<file path="src/rtl/fetch_pc_unit_if.sv">
// -----------------------------------------------------------------------------
// fetch_pc_unit_if
// Bundles every non-clock/reset signal of the fetch PC unit.
//   master : the fetch PC unit itself (drives I-cache request, lane PCs,
//            instructions and lane valids; receives cache, predictor,
//            decode and execute-stage inputs)
//   slave  : the surrounding pipeline / I-cache / predictor environment
// Signal groups:
//   icache_req_*  : one outstanding group request (valid/ready/addr)
//   icache_rsp_*  : response for the outstanding request
//   if_pc_o/inst_o/if_valid_o : presented group to predictor
//   bp_*          : predictor per-lane next PC and taken indication
//   dec_*         : group hand-off to decode
//   ex_redirect_* : mispredict redirect from execute
// -----------------------------------------------------------------------------
`ifndef FETCH_WIDTH
`define FETCH_WIDTH 2
`endif

interface fetch_pc_unit_if #(
  parameter int FETCH_WIDTH = `FETCH_WIDTH
);
  logic                         icache_req_valid_o;
  logic [31:0]                  icache_req_addr_o;
  logic                         icache_req_ready_i;
  logic                         icache_rsp_valid_i;
  logic [FETCH_WIDTH-1:0][31:0] icache_rsp_inst_i;
  logic [FETCH_WIDTH-1:0][31:0] if_pc_o;
  logic [FETCH_WIDTH-1:0][31:0] inst_o;
  logic [FETCH_WIDTH-1:0]       if_valid_o;
  logic [FETCH_WIDTH-1:0][31:0] bp_next_pc_i;
  logic                         bp_take_branch_i;
  logic [FETCH_WIDTH-1:0]       dec_valid_o;
  logic                         dec_ready_i;
  logic                         ex_redirect_i;
  logic [31:0]                  ex_redirect_pc_i;

  modport master (
    output icache_req_valid_o, icache_req_addr_o,
    input  icache_req_ready_i, icache_rsp_valid_i, icache_rsp_inst_i,
    output if_pc_o, inst_o, if_valid_o,
    input  bp_next_pc_i, bp_take_branch_i,
    output dec_valid_o,
    input  dec_ready_i, ex_redirect_i, ex_redirect_pc_i
  );

  modport slave (
    input  icache_req_valid_o, icache_req_addr_o,
    output icache_req_ready_i, icache_rsp_valid_i, icache_rsp_inst_i,
    input  if_pc_o, inst_o, if_valid_o,
    output bp_next_pc_i, bp_take_branch_i,
    input  dec_valid_o,
    output dec_ready_i, ex_redirect_i, ex_redirect_pc_i
  );
endinterface

</file>
<file path="src/rtl/fetch_pc_unit.sv">
// -----------------------------------------------------------------------------
// fetch_pc_unit
// Fetch-stage front end ahead of the branch predictor. Owns the fetch PC,
// issues one FETCH_WIDTH-word I-cache request at a time, presents the
// returned group as lane PCs / instructions / valids, and selects the next
// fetch PC with priority: execute redirect > predictor target > sequential.
// Ports:
//   clock : system clock
//   reset : asynchronous, active-high reset
//   bus   : fetch_pc_unit_if.master (cache, predictor, decode, redirect)
// -----------------------------------------------------------------------------
`ifndef FETCH_WIDTH
`define FETCH_WIDTH 2
`endif

module fetch_pc_unit #(
  parameter int          FETCH_WIDTH = `FETCH_WIDTH,
  parameter logic [31:0] RESET_PC    = 32'h0
) (
  input  logic                  clock,
  input  logic                  reset,
  fetch_pc_unit_if.master       bus
);

  typedef enum logic [1:0] {
    IDLE    = 2'd0,
    REQ     = 2'd1,
    WAIT    = 2'd2,
    PRESENT = 2'd3
  } state_t;

  state_t                       r_state;
  state_t                       w_state_nxt;
  logic [31:0]                  r_fetch_pc;
  logic [31:0]                  w_fetch_pc_nxt;
  logic                         r_squash;
  logic                         w_squash_nxt;
  logic [FETCH_WIDTH-1:0][31:0] r_inst;
  logic                         w_load_group;

  logic [FETCH_WIDTH-1:0][31:0] w_lane_pc;
  logic [FETCH_WIDTH-1:0]       w_keep;
  logic                         w_found;
  logic [31:0]                  w_target;
  logic                         w_taken;
  logic [FETCH_WIDTH-1:0]       w_if_valid;

  // Lane PCs and taken-lane search. A lane is "taken" when its predicted
  // next PC differs from its fall-through; w_keep marks lanes up to and
  // including the first such lane, which is exactly the decode mask.
  always_comb begin
    // NOTE: every signal written here gets a default first so no path can
    // leave it unassigned and infer a latch.
    w_lane_pc = '0;
    w_keep    = '0;
    w_found   = 1'b0;
    w_target  = '0;
    for (int i = 0; i < FETCH_WIDTH; i++) begin
      w_lane_pc[i] = r_fetch_pc + 32'(4 * i);
      w_keep[i]    = ~w_found;
      if (!w_found && (bus.bp_next_pc_i[i] != w_lane_pc[i] + 32'd4)) begin
        w_found  = 1'b1;
        w_target = bus.bp_next_pc_i[i];
      end
    end
  end

  assign w_taken    = bus.bp_take_branch_i & w_found;
  assign w_if_valid = (r_state == PRESENT) ? '1 : '0;

  // Next-state / next-PC logic. Redirect dominates in every state but IDLE.
  // squash marks an accepted request whose response must be discarded.
  always_comb begin
    w_state_nxt    = r_state;
    w_fetch_pc_nxt = r_fetch_pc;
    w_squash_nxt   = r_squash;
    w_load_group   = 1'b0;
    unique case (r_state)
      IDLE: w_state_nxt = REQ;
      REQ: begin
        if (bus.ex_redirect_i) begin
          w_fetch_pc_nxt = bus.ex_redirect_pc_i;
          if (bus.icache_req_ready_i) begin
            w_squash_nxt = 1'b1;
            w_state_nxt  = WAIT;
          end
        end else if (bus.icache_req_ready_i) begin
          w_state_nxt = WAIT;
        end
      end
      WAIT: begin
        if (bus.ex_redirect_i) begin
          w_fetch_pc_nxt = bus.ex_redirect_pc_i;
          if (bus.icache_rsp_valid_i) begin
            w_squash_nxt = 1'b0;
            w_state_nxt  = REQ;
          end else begin
            w_squash_nxt = 1'b1;
          end
        end else if (bus.icache_rsp_valid_i) begin
          if (r_squash) begin
            w_squash_nxt = 1'b0;
            w_state_nxt  = REQ;
          end else begin
            w_load_group = 1'b1;
            w_state_nxt  = PRESENT;
          end
        end
      end
      PRESENT: begin
        if (bus.ex_redirect_i) begin
          w_fetch_pc_nxt = bus.ex_redirect_pc_i;
          w_state_nxt    = REQ;
        end else if (bus.dec_ready_i) begin
          w_fetch_pc_nxt = w_taken ? w_target
                                   : r_fetch_pc + 32'(4 * FETCH_WIDTH);
          w_state_nxt    = REQ;
        end
      end
      default: w_state_nxt = IDLE;
    endcase
  end

  // NOTE: state registers use non-blocking assignments so every flop samples
  // pre-edge values regardless of block ordering.
  always_ff @(posedge clock or posedge reset) begin
    if (reset) begin
      r_state    <= IDLE;
      r_fetch_pc <= RESET_PC;
      r_squash   <= 1'b0;
    end else begin
      r_state    <= w_state_nxt;
      r_fetch_pc <= w_fetch_pc_nxt;
      r_squash   <= w_squash_nxt;
    end
  end

  // NOTE: the group register is only FETCH_WIDTH words, so it is reset to
  // give inst_o a defined value; a deep storage array would not be.
  always_ff @(posedge clock or posedge reset) begin
    if (reset) begin
      r_inst <= '0;
    end else if (w_load_group) begin
      r_inst <= bus.icache_rsp_inst_i;
    end
  end

  assign bus.icache_req_valid_o = (r_state == REQ);
  assign bus.icache_req_addr_o  = r_fetch_pc;
  assign bus.if_pc_o            = w_lane_pc;
  assign bus.inst_o             = r_inst;
  assign bus.if_valid_o         = w_if_valid;
  // A redirect kills the presented group in the same cycle.
  assign bus.dec_valid_o        = w_if_valid
                                & (w_taken ? w_keep : '1)
                                & {FETCH_WIDTH{~bus.ex_redirect_i}};

endmodule

</file>
<file path="src/flat_wrapper.sv">
// flat-port wrapper written by rule: the top's interface ports become plain ports
module fetch_pc_unit_flat 
#(
  parameter int          FETCH_WIDTH = `FETCH_WIDTH,
  parameter logic [31:0] RESET_PC    = 32'h0
)
  (clock, reset, bus_icache_req_valid_o, bus_icache_req_addr_o, bus_icache_req_ready_i, bus_icache_rsp_valid_i, bus_icache_rsp_inst_i, bus_if_pc_o, bus_inst_o, bus_if_valid_o, bus_bp_next_pc_i, bus_bp_take_branch_i, bus_dec_valid_o, bus_dec_ready_i, bus_ex_redirect_i, bus_ex_redirect_pc_i);
  fetch_pc_unit_if #(.FETCH_WIDTH(FETCH_WIDTH)) bus_i ();
  input  logic clock;
  input  logic reset;
  output wire logic [$bits(bus_i.icache_req_valid_o)-1:0] bus_icache_req_valid_o;
  output wire logic [$bits(bus_i.icache_req_addr_o)-1:0] bus_icache_req_addr_o;
  input wire logic [$bits(bus_i.icache_req_ready_i)-1:0] bus_icache_req_ready_i;
  input wire logic [$bits(bus_i.icache_rsp_valid_i)-1:0] bus_icache_rsp_valid_i;
  input wire logic [$bits(bus_i.icache_rsp_inst_i)-1:0] bus_icache_rsp_inst_i;
  output wire logic [$bits(bus_i.if_pc_o)-1:0] bus_if_pc_o;
  output wire logic [$bits(bus_i.inst_o)-1:0] bus_inst_o;
  output wire logic [$bits(bus_i.if_valid_o)-1:0] bus_if_valid_o;
  input wire logic [$bits(bus_i.bp_next_pc_i)-1:0] bus_bp_next_pc_i;
  input wire logic [$bits(bus_i.bp_take_branch_i)-1:0] bus_bp_take_branch_i;
  output wire logic [$bits(bus_i.dec_valid_o)-1:0] bus_dec_valid_o;
  input wire logic [$bits(bus_i.dec_ready_i)-1:0] bus_dec_ready_i;
  input wire logic [$bits(bus_i.ex_redirect_i)-1:0] bus_ex_redirect_i;
  input wire logic [$bits(bus_i.ex_redirect_pc_i)-1:0] bus_ex_redirect_pc_i;
  assign bus_icache_req_valid_o = bus_i.icache_req_valid_o;
  assign bus_icache_req_addr_o = bus_i.icache_req_addr_o;
  assign bus_i.icache_req_ready_i = bus_icache_req_ready_i;
  assign bus_i.icache_rsp_valid_i = bus_icache_rsp_valid_i;
  assign bus_i.icache_rsp_inst_i = bus_icache_rsp_inst_i;
  assign bus_if_pc_o = bus_i.if_pc_o;
  assign bus_inst_o = bus_i.inst_o;
  assign bus_if_valid_o = bus_i.if_valid_o;
  assign bus_i.bp_next_pc_i = bus_bp_next_pc_i;
  assign bus_i.bp_take_branch_i = bus_bp_take_branch_i;
  assign bus_dec_valid_o = bus_i.dec_valid_o;
  assign bus_i.dec_ready_i = bus_dec_ready_i;
  assign bus_i.ex_redirect_i = bus_ex_redirect_i;
  assign bus_i.ex_redirect_pc_i = bus_ex_redirect_pc_i;
  fetch_pc_unit #(.FETCH_WIDTH(FETCH_WIDTH), .RESET_PC(RESET_PC)) u_core (.clock(clock), .reset(reset), .bus(bus_i));
endmodule
</file>
<file path="config.mk">
export PLATFORM = sky130hd
export DESIGN_NAME = fetch_pc_unit_flat
export DESIGN_NICKNAME = d
export VERILOG_FILES = /design/src/rtl/fetch_pc_unit_if.sv /design/src/rtl/fetch_pc_unit.sv /design/src/flat_wrapper.sv
export SDC_FILE = /design/constraint.sdc
export NUM_CORES = 1
export LEC_CHECK = 0
export CORE_MARGIN = 1
export CORE_UTILIZATION = 48
export CTS_CLUSTER_SIZE = 20
export DETAILED_ROUTE_END_ITERATION = 6
export HOLD_SLACK_MARGIN = 0.05
export PLACE_DENSITY_LB_ADDON = 0.05
export SYNTH_ARGS = -nofsm -noshare
export SYNTH_HDL_FRONTEND = slang
export SYNTH_SLANG_ARGS = --single-unit
</file>
<file path="constraint.sdc">
create_clock -name clock -period 7.6 [get_ports clock]
set_input_delay 1.14 -clock clock [delete_from_list [all_inputs] [get_ports clock]]
set_output_delay 1.14 -clock clock [all_outputs]
set_load 0.05 [all_outputs]
</file>
==> key figures <==
Status
  – Status: finished, final reports clean

Worst hold path
  – Hold Path Class: reg2reg

Critical path
  – RR Startpoint: u_core.bus.icache_req_addr_o[2]$_DFFE_PP0P_
  – CP Data Required Time: 7.85 ns
  – Startpoint types: register
  – Critical path cell sequence: ha_1 -> nand3_2 -> or4_1 -> or3_1 -> a22oi_1 -> and2_1 -> nand4_1 -> a2111oi_0 -> nand4_1 -> nor4b_4 -> or3_1 -> o22ai_1 -> a2111oi_2
  – CP top delay family: simple AND/OR/NAND/NOR gates
  – Crit path from: u_core.bus.icache_req_addr_o[2]$_DFFE_PP0P_
  – Worst reg-to-reg path cell count: 13
  – Crit path arrival time: 7.10 ns
  – CP max-delay cell: or4_1
  – CP Depth: 13
  – CP max stage delay: 0.79 ns
  – Worst path buffer plus inverter count: 0
  – Setup CP Type: reg2reg
  – R2R Path End: u_core.bus.icache_req_addr_o[18]$_DFFE_PP0P_
  – Crit Path Max Fanout: 19
  – Flop-to-flop setup slack: 0.75 ns
  – CP Capture Type: register
  – Worst setup path end: u_core.bus.icache_req_addr_o[18]$_DFFE_PP0P_

Synth
  – Ys Warns: 0
  – Synth top cells by count: 99 x dfrtp_1, 79 x nand2_1, 76 x nor2_1, 66 x mux2_2, 62 x xnor2_1
  – Post-synth EDFFs: 0
  – Most frequent cell after synthesis: dfrtp_1
  – Most used flip-flop cell after synthesis: dfrtp_1
  – Top cells by area, synth: dfrtp_1 30%, mux2_2 9.0%, xnor2_1 6.6%, buf_4 3.7%, nand2_1 3.6%
  – #FFs+latches synth: 99
  – Synthesized netlist cell count: 958
  – Synth unique cells: 79
  – Syn nets: 1,132
  – Post-synth top area share: 30.0%
  – Area of the mapped netlist: 8250 um^2
  – Avg Cell Area, Syn: 8.61 um^2
  – Synth area leader: dfrtp_1
  – Async S/R FF share, synth: 100%
  – Sequential area share after synthesis: 30.0%

Floorplanning
  – Placeable Area: 16,700 um^2
  – Die width: 133 um
  – # rows: 47
  – I/O pin cnt: 332
  – Area of the die: 17,700 um^2
  – Starting Density: 49.4%
  – Chip Height: 133 um

Timing
  – RSZ-0062 raised after global routing: false
  – Hold slack: 0.507 ns
  – Fin crit share: 90.1%
  – Fmax: 0.146 GHz
  – Worst Max-Slew Pin Slew: 1.16 ns
  – Worst Skew: 0.00794 ns
  – Final hold viol count: 0
  – Setup_tns: 0 ns
  – Final setup fails: 0
  – Final Max Tran Viols: 0
  – Max_slew headroom: 22.5%
  – Crit path time final: 6.85 ns

Clock tree
  – Worst-Skew Late Latency: 0.36 ns
  – Postcts setup bufs: 0
  – TritonCTS Sinks: 99
  – Clock Path Buffers: 2
  – CTS Buf Count: 9
  – Reg clk slew, reported paths: 0.08 ns
  – CTS HTree Levels: 3
  – Cts hold-fix bufs: 0
  – Clock root cell: clkbuf_16
  – Post-cts sizing count: 0
  – CTS tree: built

Layout
  – Antenna Cells: 0
  – Post-route core utilization: 69.9%
  – Area Overhead vs Synth: 41.6%
  – Share of cells above drive strength 1: 10.2%
  – Net count, final: 1,389
  – Finished layout cell area: 11,700 um^2
  – Fill cells: 1,368

Placement
  – Dpl hpwl: 24,700 um
  – Gp weighted congestion: 0.959
  – Input/output buffers: 331
  – Placed instance area: 11,400 um^2

Route
  – Post-Route WL: 32,100 um
  – DRT Pass-1 Iters: 5
  – Iter 0 DRT Violations: 932
  – Via count: 8,834
  – Vias/cell: 6.13
  – Antenna-violating nets left: 0
  – Drt wl/cell: 22.3 um
  – # DRC: 0

Global route
  – Initial antenna violation count: 0
  – GR Overflow Total: 0
  – Largest net degree at the start of global routing: 65
  – GRT Util Overall: 36.5%
  – First-pass GRT wire length: 49,800 um
  – Vias in the first global route: 8,605

Pwr
  – Peak VDD IR: 0.281 mV
  – Total power: 5440 uW
  – Power Density: 466 nW/um^2
  – P_leak: 0.00462 uW

Job
  – Maxcap violations: 0
-- logic make-up after synthesis --
group / after synthesis / synth area share (%)
AOI/OAI and AO/OA: 187 / 15.7
xor gates and xnor gates: 92 / 11.0
adders and majority gates: 7 / 1.06
buffers and inverters: 134 / 8.21
DFF: 99 / 30.0
muxes: 77 / 10.3
and+or+nand+nor: 362 / 23.7
-- flip-flops by register name (all words and copies together) (netlist names) --
signal,cells
u_core.bus.icache_req_addr_o,32
u_core.r_squash,1
u_core.r_state,2
u_core.bus.inst_o,64
-- where the power goes --
part,total (uW),switching (uW),internal [uW]
registers,1130,378,751
logic,3860,2510,1350
clock network,456,228,228
total,5440,3120,2330
-- layout make-up --
type | count | area (um^2) | share of cell area, %
Multi-Input combinational cell | 725 | 5100 | 43.7
Sequential cell | 99 | 2480 | 21.2
Clock inverter | 7 | 60.1 | 0.514
Timing Repair Buffer | 342 | 3400 | 29.1
Tap cell | 220 | 275 | 2.36
Inverter | 38 | 145 | 1.24
Clock buffer | 9 | 225 | 1.93
-- routing by layer --
metal  share of wire, %  routed length, um  track usage, %
met5                  0                  0               0
met4                3.0                952            12.3
met3                9.7               3110            7.47
met2                 47              15000            58.7
met1                 41              13100            48.6
-- placed cells by master, fill, tap and decap left out, drive strengths merged, types with 12 or more instances in the layout --
cell / netlist / layout
a21oi: 43 / 43
nand2: 80 / 80
dfrtp: 99 / 99
mux2: 66 / 66
xor2: 23 / 23
or4: 12 / 12
o21ai: 33 / 33
nand4: 26 / 26
nor2: 77 / 77
and3: 17 / 17
xnor2: 62 / 62
nor4: 24 / 24
nor3: 35 / 35
or3: 16 / 16
nand3: 42 / 42
inv: 36 / 39
o31ai: 12 / 12
clkdlybuf4s50: 0 / 331
-- how the worst min path moves through the flow --
| stage | start | to | slack (ns) | cells past startpoint |
|---|---|---|---|---|
| final | u_core.bus.inst_o[43]$_DFFE_PP0P_ | u_core.bus.inst_o[43]$_DFFE_PP0P_ | 0.51 | 1 |
| after detailed placement | u_core.bus.inst_o[57]$_DFFE_PP0P_ | u_core.bus.inst_o[57]$_DFFE_PP0P_ | 0.49 | 1 |
| after global placement | u_core.bus.inst_o[43]$_DFFE_PP0P_ | u_core.bus.inst_o[43]$_DFFE_PP0P_ | 0.49 | 1 |
| after floorplan | u_core.r_squash$_DFFE_PP0P_ | u_core.r_squash$_DFFE_PP0P_ | 0.52 | 2 |
| after global routing | u_core.bus.inst_o[20]$_DFFE_PP0P_ | u_core.bus.inst_o[20]$_DFFE_PP0P_ | 0.52 | 1 |
| after CTS | u_core.bus.inst_o[12]$_DFFE_PP0P_ | u_core.bus.inst_o[12]$_DFFE_PP0P_ | 0.51 | 1 |
-- metrics by stage --
| step | instances | worst slack [ns] |
|---|---|---|
| floorplan | 958 | 1.93 |
| global placement | 1424 | 1.27 |
| detailed placement | 1424 | 1.08 |
| CTS | 1440 | 1.07 |
| global route | 1440 | 0.504 |
| finish | 1440 | 0.752 |
No activity file was read; power rests on OpenSTA's default activity.
